<file path="src/rtl/conv3x3_ctrl.sv">
// conv3x3_ctrl: raster-scan 3x3 window sequencer feeding the adder9x averager.
// Optional feature: define CONV3X3_CTRL_ABORT_EN to add the abort input.
module conv3x3_ctrl #(
  parameter int unsigned N = 8,
  parameter int unsigned W = 16,
  parameter int unsigned H = 16
) (
  input  logic         clk,
  input  logic         rst,
  input  logic         start,
  input  logic         in_valid,
  output logic         in_ready,
  input  logic [N-1:0] in_data,
  output logic [N-1:0] op1,
  output logic [N-1:0] op2,
  output logic [N-1:0] op3,
  output logic [N-1:0] op4,
  output logic [N-1:0] op5,
  output logic [N-1:0] op6,
  output logic [N-1:0] op7,
  output logic [N-1:0] op8,
  output logic [N-1:0] op9,
  output logic         win_valid,
  output logic         win_last,
  output logic         res_valid,
  output logic         busy,
  output logic         done
`ifdef CONV3X3_CTRL_ABORT_EN
  ,
  input  logic         abort
`endif
);

  localparam int unsigned CW = (W > 1) ? $clog2(W) : 1;
  localparam int unsigned RW = (H > 1) ? $clog2(H) : 1;
  localparam logic [CW-1:0] COL_LAST = CW'(W - 1);
  localparam logic [RW-1:0] ROW_LAST = RW'(H - 1);
  localparam logic [CW-1:0] COL_TWO  = CW'(2);
  localparam logic [RW-1:0] ROW_TWO  = RW'(2);

  typedef enum logic [1:0] {
    IDLE  = 2'd0,
    RUN   = 2'd1,
    DRAIN = 2'd2
  } state_t;

  state_t        state;
  logic [CW-1:0] col;
  logic [RW-1:0] row;
  logic          drain_cnt;
  logic          rv_d1;

  // Line buffers: line0 holds row r-2, line1 holds row r-1 at the current column.
  logic [N-1:0] line0 [W];
  logic [N-1:0] line1 [W];

  // Previous two window columns (index 0 is the older, leftmost one).
  logic [N-1:0] pt [2];
  logic [N-1:0] pm [2];
  logic [N-1:0] pb [2];

  logic [N-1:0] top_c;
  logic [N-1:0] mid_c;
  logic         kill;
  logic         accept;
  logic         emit;
  logic         last_pix;

  assign top_c = line0[col];
  assign mid_c = line1[col];

`ifdef CONV3X3_CTRL_ABORT_EN
  assign kill = abort && (state != IDLE);
`else
  assign kill = 1'b0;
`endif

  assign accept   = in_valid && (state == RUN) && !kill;
  assign emit     = accept && (row >= ROW_TWO) && (col >= COL_TWO);
  assign last_pix = (col == COL_LAST) && (row == ROW_LAST);

  // Pixel datapath: line buffer update and column shift, no reset needed.
  always_ff @(posedge clk) begin
    if (accept) begin
      line0[col] <= mid_c;
      line1[col] <= in_data;
      pt[0]      <= pt[1];
      pt[1]      <= top_c;
      pm[0]      <= pm[1];
      pm[1]      <= mid_c;
      pb[0]      <= pb[1];
      pb[1]      <= in_data;
    end
  end

  // Frame FSM, raster counters, window outputs and result-valid delay pipe.
  always_ff @(posedge clk) begin
    if (rst) begin
      state     <= IDLE;
      col       <= '0;
      row       <= '0;
      drain_cnt <= 1'b0;
      in_ready  <= 1'b0;
      busy      <= 1'b0;
      done      <= 1'b0;
      win_valid <= 1'b0;
      win_last  <= 1'b0;
      rv_d1     <= 1'b0;
      res_valid <= 1'b0;
      op1       <= '0;
      op2       <= '0;
      op3       <= '0;
      op4       <= '0;
      op5       <= '0;
      op6       <= '0;
      op7       <= '0;
      op8       <= '0;
      op9       <= '0;
    end else begin
      done      <= 1'b0;
      win_valid <= emit;
      win_last  <= emit && last_pix;
      rv_d1     <= win_valid;
      res_valid <= rv_d1;
      if (emit) begin
        op1 <= pt[0];
        op2 <= pt[1];
        op3 <= top_c;
        op4 <= pm[0];
        op5 <= pm[1];
        op6 <= mid_c;
        op7 <= pb[0];
        op8 <= pb[1];
        op9 <= in_data;
      end
      if (kill) begin
        state     <= IDLE;
        col       <= '0;
        row       <= '0;
        drain_cnt <= 1'b0;
        in_ready  <= 1'b0;
        busy      <= 1'b0;
        win_valid <= 1'b0;
        win_last  <= 1'b0;
        rv_d1     <= 1'b0;
        res_valid <= 1'b0;
      end else begin
        case (state)
          IDLE: begin
            if (start) begin
              state    <= RUN;
              col      <= '0;
              row      <= '0;
              in_ready <= 1'b1;
              busy     <= 1'b1;
            end
          end
          RUN: begin
            if (accept) begin
              if (last_pix) begin
                state     <= DRAIN;
                in_ready  <= 1'b0;
                drain_cnt <= 1'b0;
                col       <= '0;
                row       <= '0;
              end else if (col == COL_LAST) begin
                col <= '0;
                row <= row + RW'(1);
              end else begin
                col <= col + CW'(1);
              end
            end
          end
          DRAIN: begin
            if (drain_cnt) begin
              state     <= IDLE;
              busy      <= 1'b0;
              done      <= 1'b1;
              drain_cnt <= 1'b0;
            end else begin
              drain_cnt <= 1'b1;
            end
          end
          default: begin
            state    <= IDLE;
            in_ready <= 1'b0;
            busy     <= 1'b0;
          end
        endcase
      end
    end
  end

endmodule
</file>
<file path="config.mk">
export PLATFORM = sky130hd
export DESIGN_NAME = conv3x3_ctrl
export DESIGN_NICKNAME = d
export VERILOG_FILES = /design/src/rtl/conv3x3_ctrl.sv
export SDC_FILE = /design/constraint.sdc
export NUM_CORES = 1
export LEC_CHECK = 0
export ABC_AREA = 1
export CAP_MARGIN = 15
export CELL_PAD_IN_SITES_DETAIL_PLACEMENT = 1
export CELL_PAD_IN_SITES_GLOBAL_PLACEMENT = 2
export CORE_ASPECT_RATIO = 1.5
export CORE_UTILIZATION = 42
export DETAILED_ROUTE_END_ITERATION = 8
export DONT_BUFFER_PORTS = 1
export PLACE_DENSITY = 0.84
export SLEW_MARGIN = 20
export SYNTH_ARGS = -nofsm -noshare
export SYNTH_HDL_FRONTEND = slang
export SYNTH_SLANG_ARGS = --single-unit
</file>
<file path="constraint.sdc">
create_clock -name clk -period 2.83 [get_ports clk]
set_input_delay 0 -clock clk [delete_from_list [all_inputs] [get_ports clk]]
set_output_delay 0 -clock clk [all_outputs]
set_load 0.1 [all_outputs]
</file>
# Yosys cells after proc, flatten, opt, wreduce, memory -nomap -nowiden

Memories as Yosys holds them, arrays and structs flattened. A register that Yosys moved wholly into a read port is not among the register bits.
Index checks and enable logic that the tools add are counted.

Memories: 5
RAM bits: 304
Bits of input ports: 12
Register bits after elaboration: 66
Output and inout port bits: 78

Bitwise logic cells: 2
$add $sub $neg: 2
Equal/unequal tests: 9
$lt $le $gt $ge: 2
Reduce and logical (&&, ||, !) cells: 15
Multiplexer cells: 29

Memory list:

| name  | words | width | rd ports | clocked after Yosys merged registers in | wr ports | RTL line | source |
|---|---|---|---|---|---|---|---|
| line0 | 16    | 8     | 1        | 1                                       | 1        | 54       | `logic [N-1:0] line0 [W];` |
| line1 | 16    | 8     | 1        | 1                                       | 1        | 55       | `logic [N-1:0] line1 [W];` |
| pb    | 2     | 8     | 2        | 1                                       | 2        | 60       | `logic [N-1:0] pb [2];` |
| pm    | 2     | 8     | 2        | 1                                       | 2        | 59       | `logic [N-1:0] pm [2];` |
| pt    | 2     | 8     | 2        | 1                                       | 2        | 58       | `logic [N-1:0] pt [2];` |

Operators with widths:

| kind                | count |
|---|---|
| $mux 4              | 11 |
| $pmux 4 s2          | 2 |
| $reduce_and 4->1    | 3 |
| $reduce_and 3->1    | 3 |
| $add 4x1->4 const B | 2 |
| $eq 4x4->1 const B  | 2 |
| $ge 4x2->1 const B  | 2 |
| $mux 1              | 8 |
| $mux 2              | 4 |
| $ne 2x2->1 const B  | 4 |
| $pmux 1 s3          | 2 |
| $pmux 2 s3          | 1 |
| $logic_and 1x1->1   | 5 |
| $reduce_bool 2->1   | 2 |
| $ne 3x2->1 const B  | 1 |
| $eq 2x1->1 const B  | 1 |
| $eq 2x2->1 const B  | 1 |
| $logic_not 2->1     | 1 |
| $not 1->1           | 2 |
| $pmux 1 s2          | 1 |
| $reduce_or 2->1     | 1 |

# Longest topological paths before layout

Gate-level depths: netlist (run 1).

Word-level depth: 7
Gate-level depth with buffers: 11

# Worst setup path after synthesis (run 1)

Ideal clock, no wire load.

Path type: reg-to-reg
Start point: register state[0]
End point: memory line0[11][0], enable pin
Arrival: 2.022 ns
Buffers on the path: 0
Slack: 0.420 ns
Stages on the path, launching flop included: 7
Required time: 2.442 ns
Period minus slack after synthesis: 2.410 ns
Cells stage by stage: dfxtp_1 > inv_2 > nor2_4 > nand2_2 > clkinv_2 > nand2_1 > nor2_1

Word-level cells in the longest chain between the ends: 4

RTL lines:

| item                         | RTL line | source |
|---|---|---|
| start, declared              | 47       | `state_t state;` |
| start signal, assigned       | 99       | `state <= IDLE;` |
| start signal, assigned       | 137      | `state <= IDLE;` |
| start signal, assigned       | 151      | `state <= RUN;` |
| $eq 2x1->1                   | 78       | `assign accept = in_valid && (state == RUN) && !kill;` |
| $logic_and 1x1->1            | 78       |  |
| named net accept             | 65       | `logic accept;` |
| $mux 1                       | 84       | `if (accept) begin` |
| $mux 1 (implied by the code) | 85       | `line0[col] <= mid_c;` |
| end, declared                | 54       |  |

The timed path passes the listed nets, and every way through them passes these cells.

==> PnR_summary.wiki, run 1 <==
{| class="wikitable"
! Metric !! Value
|-
| Status || finished, final reports clean
|-
| Hold Vio Cnt, Final || 0
|-
| Count of synthesis-stage warnings from yosys || 0
|-
| R2R cell count || 7
|-
| Routed len/inst || 20.8 um
|-
| Number of buffers created by CTS || 38
|-
| Post-detailed-route count of antenna-violating nets || 0
|-
| Number of antenna violations at the first check in global routing || 2
|-
| Cells after Synth || 1515
|-
| Wire length of the first global-routing pass || 67000 um
|-
| Fraction of synthesis flops using an asynchronous set or reset pin || 0%
|-
| Area share of the leading cell type in the synthesized netlist || a little under three fifths
|-
| Number of vias after detailed routing || approximately 11000
|-
| Post-synth top area cell || edfxtp_1
|-
| Post-synthesis adder-cell area fraction || 0.473%
|-
| Placeable core area || 0.0370 mm2
|-
| Multiplexer fraction of the synthesized cell area || 0%
|-
| WP data arrival || 2.23 ns
|-
| Simple-gate area share of the yosys netlist || 20.6%
|-
| Sequential element share of the synthesized area || a little under 70%
|-
| Fraction of layout instances using a drive strength above 1 || 13.4%
|-
| Clock net sink count || 398
|-
| Worst IR Drop VDD || roughly 0.38 mV
|-
| H-tree Lvls || 2
|-
| Slowest library cell on the worst path || nand2_1
|-
| EDFF count, synth || approximately 300
|-
| Insertion delay to the later sink of the worst-skew pair || 0.55 ns
|-
| Detailed-route DRC error count || 0
|-
| Via-per-instance ratio || 5.14
|-
| Die height || 240 um
|-
| Worst hold margin || 0.0171 ns
|-
| Avg Synthesized Cell Area || 10.5 um2
|-
| Static leakage power || 7.63 nW
|-
| Most numerous cell on the critical path || nand3_1
|-
| #FFs+latches synth || 398
|-
| Parity-gate share of the synthesized area counting xor and xnor cells || 0%
|-
| Critical Path RT || between 2 and 3 ns
|-
| Clock skew after layout || 0.0179 ns
|-
| Ordered cell list for the critical path || clkinv_2 > buf_12 > nand2_1 > nand3_1 > nand3_1 > nand3_1 > nand2_1
|-
| Initial drt markers || 776
|-
| All-Layer GR Usage || 23.4%
|-
| Path type of the worst setup path || reg -> reg
|-
| Remaining global-route overflow || 0
|-
| Final weighted congestion of routability-driven global placement || 0.792
|-
| First-pass detailed-route iteration total || 5
|-
| I/O pin count || 90
|-
| RSZ-0062 raised after global routing || no
|-
| Mapped cell area || 0.0159 mm2
|-
| Slowest cell delay on critical path || 0.42 ns
|-
| Max-slew violations || 0
|-
| Achievable clock frequency || roughly 0.47 GHz
|-
| Final setup violation count || 0
|-
| Area growth, synth to finish || 15.7%
|-
| Number of global-route vias before repair || 11300
|-
| Distinct cell type count after synthesis || 30
|-
| Final core utilization || 49.6%
|-
| Synth top cells by count || nand2_1, edfxtp_1, nand3_1, inv_1, nor2_1
|-
| Cell Rows || 86
|-
| Area fraction in compound gates after synthesis || 3.24%
|-
| Min Clock Period, post-route || 2.11 ns
|-
| Critical path startpoint category || register
|-
| Buffer cell driving the clock tree root || clkbuf_16
|-
| Worst slew margin relative to its limit || 35.7%
|-
| Combinational family with the most area after synthesis || simple AND/OR/NAND/NOR gates
|-
| Type of destination of the critical path || register
|-
| Synthesized netlist net count || 1533
|-
| Largest fanout on the critical path || a little over 90
|-
| Post-synth top flop || edfxtp_1
|-
| Register clock-pin slew on the reported worst setup and hold paths || 0.07 ns
|-
| Post-cts resize count || 0
|-
| Type of the tightest min-delay check || in -> reg
|-
| Setup total negative slack || 0 ns
|-
| Cell depth of the worst min-delay path || 3
|-
| Total Routed Length || 44000 um
|-
| Horizontal extent of the die || 161 um
|-
| Starting density of the core || ~43%
|-
| Clock tree from TritonCTS || done
|-
| Final period util || 74.5%
|-
| Transition time of the tightest slew-check pin || 0.964 ns
|-
| HPWL after detailed placement || 26300 um
|-
| Die outline area || 0.0386 mm2
|-
| Clock tree buffer depth || 3
|-
| Area contributors post-synth || edfxtp_1, dfxtp_1, nand2_1
|-
| Number of max-capacitance violations reported || 0
|-
| Layout Nets || roughly 1600
|-
| Pwr per Cell Area || 733 mW/mm2
|-
| Maximum number of pins on one net before global-route repair || 92
|-
| Library cell with the highest instance count after synthesis || nand2_1
|-
| Port Buf Inserts || 0
|}
[repair_timing]
action,in CTS,in global routing
setup buffers,0,0
endpoints found under the hold margin,164,0
hold buffers,12,0
[worst paths after layout]
kind / slack (ns) / startpoint / endpoint
max: 0.72 / register / pm[1][4]
min: 0.02 / rst / row[3]
max reg2reg: 0.72 / register / pm[1][4]
min reg2reg: 0.41 / rv_d1 / res_valid
[logic make-up (layout without fill, tap and decap cells)]
family          after synthesis  in the layout
fa+ha+maj                     6              6
simple gates                774            774
compound gates               93             93
other cells                   0              2
flops                       398            398
buf+inv                     244            361
[layer usage]
metal	GRT usage (%)	part of all wire [%]	vias to the layer above
li1	-	-	5120
met1	26.9	40	5417
met2	43.4	52	265
met3	3.67	4.6	79
met4	8.69	3.1	0
met5	0	0	-
[flip-flops by register name, summed over array words and instances, names as in the netlist, 2 cells and up, named ones only]
signal / count
line0: 128
op6: 8
line1: 128
op3: 8
op7: 8
op5: 8
state: 2
op9: 8
op4: 8
pm: 16
row: 4
op8: 8
pb: 16
pt: 16
col: 4
op2: 8
op1: 8
[worst max-delay path: cells and delay by family (launching register included)]
| kind | cells | cell delay, ns |
|---|---|---|
| buffers and inverters | 2 | 0.43 |
| DFF | 1 | 0.36 |
| and+or+nand+nor | 5 | 0.90 |
[metrics by stage]
| stage | cell area [um2] | power, W | instances | setup WS [ns] |
|---|---|---|---|---|
| after floorplan | 15900 | 0.00805 | 1515 | 0.420 |
| after global placement | 17000 | 0.00855 | 2035 | 0.767 |
| after detailed placement | 17000 | 0.00862 | 2035 | 0.671 |
| after CTS | 18300 | 0.0136 | 2116 | 0.654 |
| after global routing | 18300 | 0.0140 | 2118 | 0.517 |
| final | 18300 | 0.0135 | 2118 | 0.723 |
[final cells by class]
| cell class | instances | area [um2] |
|---|---|---|
| Antenna cell | 2 | 5.00 |
| Clock buffer | 59 | 1100 |
| Clock inverter | 10 | 76.3 |
| Fill cell | 4048 | 18700 |
| Inverter | 169 | 637 |
| Multi-Input combinational cell | 873 | 3890 |
| Sequential cell | 398 | 11000 |
| Tap cell | 484 | 606 |
| Timing Repair Buffer | 123 | 1020 |
[power breakdown]
part	leakage (nW)	total, W	switching (W)	internal (W)
sequential	3.50	0.00676	0.0000737	0.00668
clock	0.571	0.00490	0.00213	0.00277
combinational	3.56	0.00179	0.00136	0.000435
total	7.63	0.0135	0.00356	0.00989
[layout by cell type, fill, tap and decap left out, types with 2 or more instances in the layout]
master         instances
nand2_1              443
edfxtp_1             304
nand3_1              181
inv_1                162
buf_4                106
nor2_1                95
dfxtp_1               92
o21ai_0               59
nor2_2                43
clkbuf_16             39
o21a_1                16
clkbuf_1              15
dlygate4sd3_1         12
a21oi_1               10
ha_1                   6
clkinv_2               5
inv_2                  5
nor3_1                 5
clkbuf_8               5
buf_12                 5
o21ai_1                4
clkinv_1               4
diode_2                2
No activity file was read; power rests on OpenSTA's default activity.
==> inputs of run 2 (changes only) <==
--- a/config.mk
+++ b/config.mk
@@ -10,10 +10,10 @@
 export CELL_PAD_IN_SITES_DETAIL_PLACEMENT = 1
 export CELL_PAD_IN_SITES_GLOBAL_PLACEMENT = 2
 export CORE_ASPECT_RATIO = 1.5
-export CORE_UTILIZATION = 42
+export CORE_UTILIZATION = 38
 export DETAILED_ROUTE_END_ITERATION = 8
 export DONT_BUFFER_PORTS = 1
-export PLACE_DENSITY = 0.84
+export PLACE_DENSITY = 0.81
 export SLEW_MARGIN = 20
 export SYNTH_ARGS = -nofsm -noshare
 export SYNTH_HDL_FRONTEND = slang
==> constraint.sdc (replaced) <==
create_clock -name clk -period 1.85 [get_ports clk]
set_input_delay 0 -clock clk [delete_from_list [all_inputs] [get_ports clk]]
set_output_delay 0 -clock clk [all_outputs]
set_load 0.1 [all_outputs]
==> run 2 against run 1 <==
  * Maximum frequency grew 18%
  * Cell area is 5.1% higher
  * Final cell count is 5.2% higher
  * First-iteration DRC count fell by 2.1%
  * Clock-buffer cell count fell by 6
  * Largest cell class unchanged
==> PnR_summary.wiki, run 2 (synthesis results as in run 1) <==
{| class="wikitable"
! Metric !! Value
|-
| WP data arrival || ~2.1 ns
|-
| RSZ-0062 raised after global routing || yes
|-
| Pwr per Cell Area || 1110 mW/mm2
|-
| Placeable core area || 0.0411 mm2
|-
| Fraction of layout instances using a drive strength above 1 || 15.7%
|-
| Die height || about 250 um
|-
| Final period util || between 90 and 100%
|-
| Horizontal extent of the die || roughly 170 um
|-
| Detailed-route DRC error count || 0
|-
| Die outline area || around 0.043 mm2
|-
| # Post-CTS Setup Buffers || 0
|-
| Insertion delay to the later sink of the worst-skew pair || between 0.5 and 0.6 ns
|-
| Starting density of the core || 38.6%
|-
| Clock tree buffer depth || 3
|-
| Slowest library cell on the worst path || dfxtp_4
|-
| Buffer cell driving the clock tree root || clkbuf_16
|-
| Total Routed Length || 45700 um
|-
| HPWL after detailed placement || 28600 um
|-
| First-pass detailed-route iteration total || 7
|-
| Number of max-capacitance violations reported || 0
|-
| Final design area excluding fillers || 0.0193 mm2
|-
| Clock skew after layout || 0.0168 ns
|-
| Post-detailed-route count of antenna-violating nets || 0
|-
| Status || finished, final reports clean
|-
| Most numerous cell on the critical path || nand3_1
|-
| Worst IR Drop VDD || 0.678 mV
|-
| Final weighted congestion of routability-driven global placement || 0.794
|-
| Commonest cells after routing, fill and taps aside || nand2_1, edfxtp_1, nand3_1
|-
| Power Total || roughly 0.021 W
|-
| Largest fanout on the critical path || 41
|-
| Switching Share || a little over a quarter
|-
| Critical Path RT || 2.13 ns
|-
| Number of antenna violations at the first check in global routing || 0
|-
| Number of buffers created by CTS || 39
|-
| Ordered cell list for the critical path || clkinv_2 > buf_12 > nand2_1 > nand3_1 > nand3_1 > nand3_1 > nand2_1 > buf_12
|-
| Part of the total power dissipated in sequential elements || between 40% and 50%
|-
| Achievable clock frequency || 0.561 GHz
|-
| Remaining global-route overflow || 0
|-
| Transition time of the tightest slew-check pin || around 1.1 ns
|-
| Number of global-route vias before repair || roughly 12000
|-
| Type of destination of the critical path || register
|-
| Switching power || 0.00571 W
|-
| Worst hold margin || roughly 0.30 ns
|-
| Antenna Cells || 0
|-
| Wire length of the first global-routing pass || 69000 um
|-
| Path type of the worst setup path || reg -> reg
|-
| Top Registers || line0 x128, line1 x128
|-
| Area growth, synth to finish || 21.6%
|-
| Maximum number of pins on one net before global-route repair || 73
|-
| Crit path buf inv count || 3
|-
| Final setup violation count || 0
|-
| Layout Nets || 1658
|-
| Max-slew violations || 0
|-
| Clock tree from TritonCTS || done
|-
| Cell Rows || 91
|-
| Worst slew margin relative to its limit || 29.6%
|-
| Post-DP Area || 0.0179 mm2
|-
| Number of vias after detailed routing || 11000
|-
| Filler cell count || 4471
|-
| Via-per-instance ratio || 4.92
|-
| H-tree Lvls || 2
|-
| Proportion of power drawn by the clock network || 36.8%
|-
| Port Buf Inserts || 0
|-
| I/O pin count || 90
|-
| Type of the tightest min-delay check || in -> reg
|-
| Static leakage power || 7.98 nW
|-
| Top cell family by delay on the critical path || simple AND/OR/NAND/NOR gates
|-
| Slowest cell delay on critical path || 0.38 ns
|-
| Hold Vio Cnt, Final || 0
|-
| Register clock-pin slew on the reported worst setup and hold paths || 0.06 ns
|-
| Initial drt markers || 760
|-
| Critical path startpoint category || register
|-
| Routed len/inst || 20.5 um
|-
| Most common library cell in the layout ignoring fill and taps || nand2_1
|-
| Comb power frac || 15.2%
|-
| Clock net sink count || 398
|-
| All-Layer GR Usage || 21.9%
|-
| Cell-internal power || approximately 0.016 W
|-
| Min Clock Period, post-route || 1.78 ns
|}
-- run 2: final timing paths --
| kind | startpoint | slack [ns] | depth (start not counted) | to |
|---|---|---|---|---|
| setup / recovery | register | 0.07 | 8 | line0[15][3] |
| hold / removal | start | 0.30 | 3 | busy |
| setup reg to reg | register | 0.07 | 8 | line0[15][3] |
| hold reg to reg | rv_d1 | 0.41 | 2 | res_valid |
-- run 2: worst reg2reg max path: cells and delay by family, from the launching register on --
kind / cells / cell delay (ns)
buffers and inverters: 3 / 0.50
DFF: 1 / 0.38
and+or+nand+nor: 5 / 0.66
-- run 2: repair_timing --
action,4_1_cts,5_1_grt
setup endpoints to repair,0,59
hold buffers,11,0
hold endpoints to repair,174,0
resized for setup,0,6
-- run 2: area by class of cell --
| class | instances | area (um2) | area share, % |
|---|---|---|---|
| clock buffers | 53 | 1090 | 5.66 |
| inverters | 169 | 651 | 3.37 |
| flip-flops and latches | 398 | 11000 | 57.1 |
| clock inverters | 18 | 166 | 0.863 |
| repair buffers | 159 | 1700 | 8.79 |
| multi-input cells | 873 | 3970 | 20.6 |
| well taps | 558 | 698 | 3.62 |
-- run 2: power by group through the flow --
stage	Sequential (W)	Combinational (W)	Clock [W]
after global routing	0.0103	0.00359	0.00833
after CTS	0.0103	0.00329	0.00805
final	0.0103	0.00326	0.00790
after detailed placement	0.0105	0.00317	0
after global placement	0.0105	0.00309	0
after floorplan	0.0106	0.00176	0
-- run 2: routing by layer --
metal	global-route usage, %	vias up	part of all wire (%)
met5	0	-	0
met2	42.6	252	55
met4	8.23	0	3.4
met3	2.62	81	3.7
met1	23.9	5409	38
li1	-	5211	-
-- run 2: stage by stage --
| step | TNS, ns | utilization (%) | setup WS, ns | cells |
|---|---|---|---|---|
| 2_1_floorplan | 0 | - | 0.0500 | 1515 |
| 3_3_place_gp | 0 | 43.5 | 0.110 | 2145 |
| 3_5_place_dp | 0 | 43.5 | 0.0804 | 2145 |
| 4_1_cts | 0 | 46.8 | 0.00345 | 2227 |
| 5_1_grt | -0.00908 | 46.9 | -0.00748 | 2228 |
| 6_report | 0 | 46.9 | 0.0667 | 2228 |
==> inputs of run 3 (changes only) <==
--- a/config.mk
+++ b/config.mk
@@ -14,6 +14,7 @@
 export DETAILED_ROUTE_END_ITERATION = 8
 export DONT_BUFFER_PORTS = 1
 export PLACE_DENSITY = 0.81
+export SETUP_SLACK_MARGIN = 0.1
 export SLEW_MARGIN = 20
 export SYNTH_ARGS = -nofsm -noshare
 export SYNTH_HDL_FRONTEND = slang
==> run 3 against run 2 <==
  * Critical path depth is 2 higher
  * Maximum frequency is 3.1% higher
  * Non-clock buffer count is 26 higher
  * Sequential power hardly changed
  * Combinational power is 13% higher
  * First-iteration DRC count is 5.5% lower
  * Sequential cell count stayed put
  * Die area stayed put
  * Total power is 1.3% higher
  * Clock-buffer cell count is 3 higher
  * Critical endpoint is now op3[7]
  * Largest power group unchanged
==> PnR_summary.wiki, run 3 (synthesis results as in run 1) <==
{| class="wikitable"
! Metric !! Value
|-
| Worst hold margin || a little under 0.08 ns
|-
| Commonest cells after routing, fill and taps aside || nand2_1, edfxtp_1, nand3_1
|-
| Clock tree buffer depth || 3
|-
| Slowest library cell on the worst path || dfxtp_2
|-
| Placeable core area || 0.0411 mm2
|-
| WP data arrival || 2.18 ns
|-
| Number of vias after detailed routing || between 10000 and 15000
|-
| Via-per-instance ratio || 5.05
|-
| R2R cell count || 10
|-
| Ordered cell list for the critical path || inv_2 > ha_2 > nor3_4 > nor2_8 > buf_4 > buf_12 > buf_4 > o21a_1 > nand2_1 > inv_1
|-
| Total Routed Length || 48400 um
|-
| Final weighted congestion of routability-driven global placement || 0.811
|-
| Most numerous cell on the critical path || buf_4
|-
| Path type of the worst setup path || reg -> reg
|-
| Register clock-pin slew on the reported worst setup and hold paths || 0.07 ns
|-
| Maximum number of pins on one net before global-route repair || 73
|-
| Cell Rows || 91
|-
| H-tree Lvls || 2
|-
| Cell depth of the worst min-delay path || 2
|-
| Launch point of the critical path || col[0]
|-
| Setup total negative slack || 0 ns
|-
| Fin worst setup slack || 0.120 ns
|-
| Filler cell count || 4402
|-
| Launch instance of the worst register-to-register path || col[0]
|-
| Horizontal extent of the die || 169 um
|-
| RSZ-0062 raised after global routing || yes
|-
| Achievable clock frequency || 0.578 GHz
|-
| Final period util || 93.5%
|-
| Remaining global-route overflow || 0
|-
| Pwr per Cell Area || 1100 mW/mm2
|-
| Hold Vio Cnt, Final || 0
|-
| Type of destination of the critical path || register
|-
| DP Worst Slack || 0.0712 ns
|-
| Metal2 WL || about 26000 um
|-
| Clock tree from TritonCTS || done
|-
| Critical path startpoint category || register
|-
| Total area of sequential cells || 0.0110 mm2
|-
| Post-detailed-route count of antenna-violating nets || 0
|-
| Fraction of layout instances using a drive strength above 1 || 18.0%
|-
| Critical Path RT || roughly 2.3 ns
|-
| Final std cells w/o fill || 2255
|-
| Crit path buf inv count || 5
|-
| Die outline area || roughly 0.043 mm2
|-
| Largest fanout on the critical path || 7
|-
| Number of placed instances with taps included || 2141
|-
| Final setup violation count || 0
|-
| Layout Nets || 1684
|-
| Detailed-route DRC error count || 0
|-
| Area growth, synth to finish || 25.0%
|-
| Top sig layer || met4
|-
| Slowest cell delay on critical path || 0.34 ns
|-
| Number of max-capacitance violations reported || 0
|-
| Number of antenna violations at the first check in global routing || 2
|-
| Worst slew margin relative to its limit || 28.3%
|-
| Buffer cell driving the clock tree root || clkbuf_16
|-
| Capture point of the worst path || op3[7]
|-
| All-Layer GR Usage || 21.9%
|-
| Max-slew violations || 0
|-
| Power Total || 0.0218 W
|-
| I/O pin count || 90
|-
| Worst IR Drop VDD || roughly 0.55 mV
|-
| Top Registers || line0 x128, line1 x128
|-
| Min Clock Period, post-route || 1.73 ns
|-
| Path length in cells of the critical path || 10
|-
| Worst reg2reg setup slack || roughly 0.12 ns
|-
| Type of the tightest min-delay check || in -> reg
|-
| Worst R2R End || op3[7]
|-
| Die height || 252 um
|-
| Port Buf Inserts || 0
|-
| Number of global-route vias before repair || 11700
|-
| Transition time of the tightest slew-check pin || 1.07 ns
|-
| Routed len/inst || 21.4 um
|-
| Insertion delay to the later sink of the worst-skew pair || 0.54 ns
|-
| Status || finished, final reports clean
|-
| Clock skew after layout || 0.0165 ns
|-
| Static leakage power || 8.23 nW
|-
| Met3 Wirelength || roughly 1900 um
|-
| Most common library cell in the layout ignoring fill and taps || nand2_1
|-
| Wire length of the first global-routing pass || about 70000 um
|-
| Clock net sink count || 398
|-
| First-pass detailed-route iteration total || 4
|-
| HPWL after detailed placement || roughly 28000 um
|-
| Number of buffers created by CTS || 39
|-
| Detailed-route wire length on metal 1 || 18800 um
|-
| Initial drt markers || 718
|-
| Top cell family by delay on the critical path || buffers and inverters
|-
| Footprint of the multi-input gates || 0.00405 mm2
|-
| Starting density of the core || approximately 39%
|}
-- run 3: area by class of cell --
| class | instances | area share [%] |
|---|---|---|
| tap | 558 | 3.52 |
| sequential | 398 | 55.6 |
| clock buffer | 56 | 5.71 |
| multi-input combinational | 873 | 20.4 |
| clock inverter | 15 | 0.492 |
| antenna | 1 | 0.0126 |
| inverter | 169 | 3.31 |
| timing repair buffer | 185 | 10.9 |
-- run 3: repair_timing --
| item | CTS | global route |
|---|---|---|
| endpoints found under the setup margin | 53 | 392 |
| hold endpoints to repair | 210 | 6 |
| setup buffers | 0 | 14 |
| gates resized for setup | 6 | 41 |
| pin swaps | 0 | 5 |
| cloned | 0 | 11 |
| hold buffers | 16 | 1 |
-- run 3: layer usage --
metal  up-vias  global-route usage, %
met1      5733                   25.2
li1       5268                      -
met5         -                      0
met4         0                   10.3
met3        98                   3.35
met2       282                   39.6
-- run 3: worst min path at each step --
stage / start / to / slack [ns]
6_report: rst / busy / 0.08
5_1_grt: rst / busy / 0.08
4_1_cts: rst / state[1] / -0.49
3_5_place_dp: rst / state[1] / 0.08
3_3_place_gp: rst / drain_cnt / 0.07
2_1_floorplan: in_data[0] / line1[0][0] / 0.1
-- run 3: stage by stage --
step	area, um2	util (%)
2_1_floorplan	16000	-
3_3_place_gp	17900	43.5
3_5_place_dp	17900	43.5
4_1_cts	19300	46.9
5_1_grt	19800	48.2
6_report	19800	48.2
-- run 3: power by group --
group	total [W]	switching, W	internal [W]
Clock	0.00776	0.00346	0.00430
Sequential	0.0103	0.000116	0.0102
Combinational	0.00368	0.00242	0.00126
Total	0.0218	0.00599	0.0158
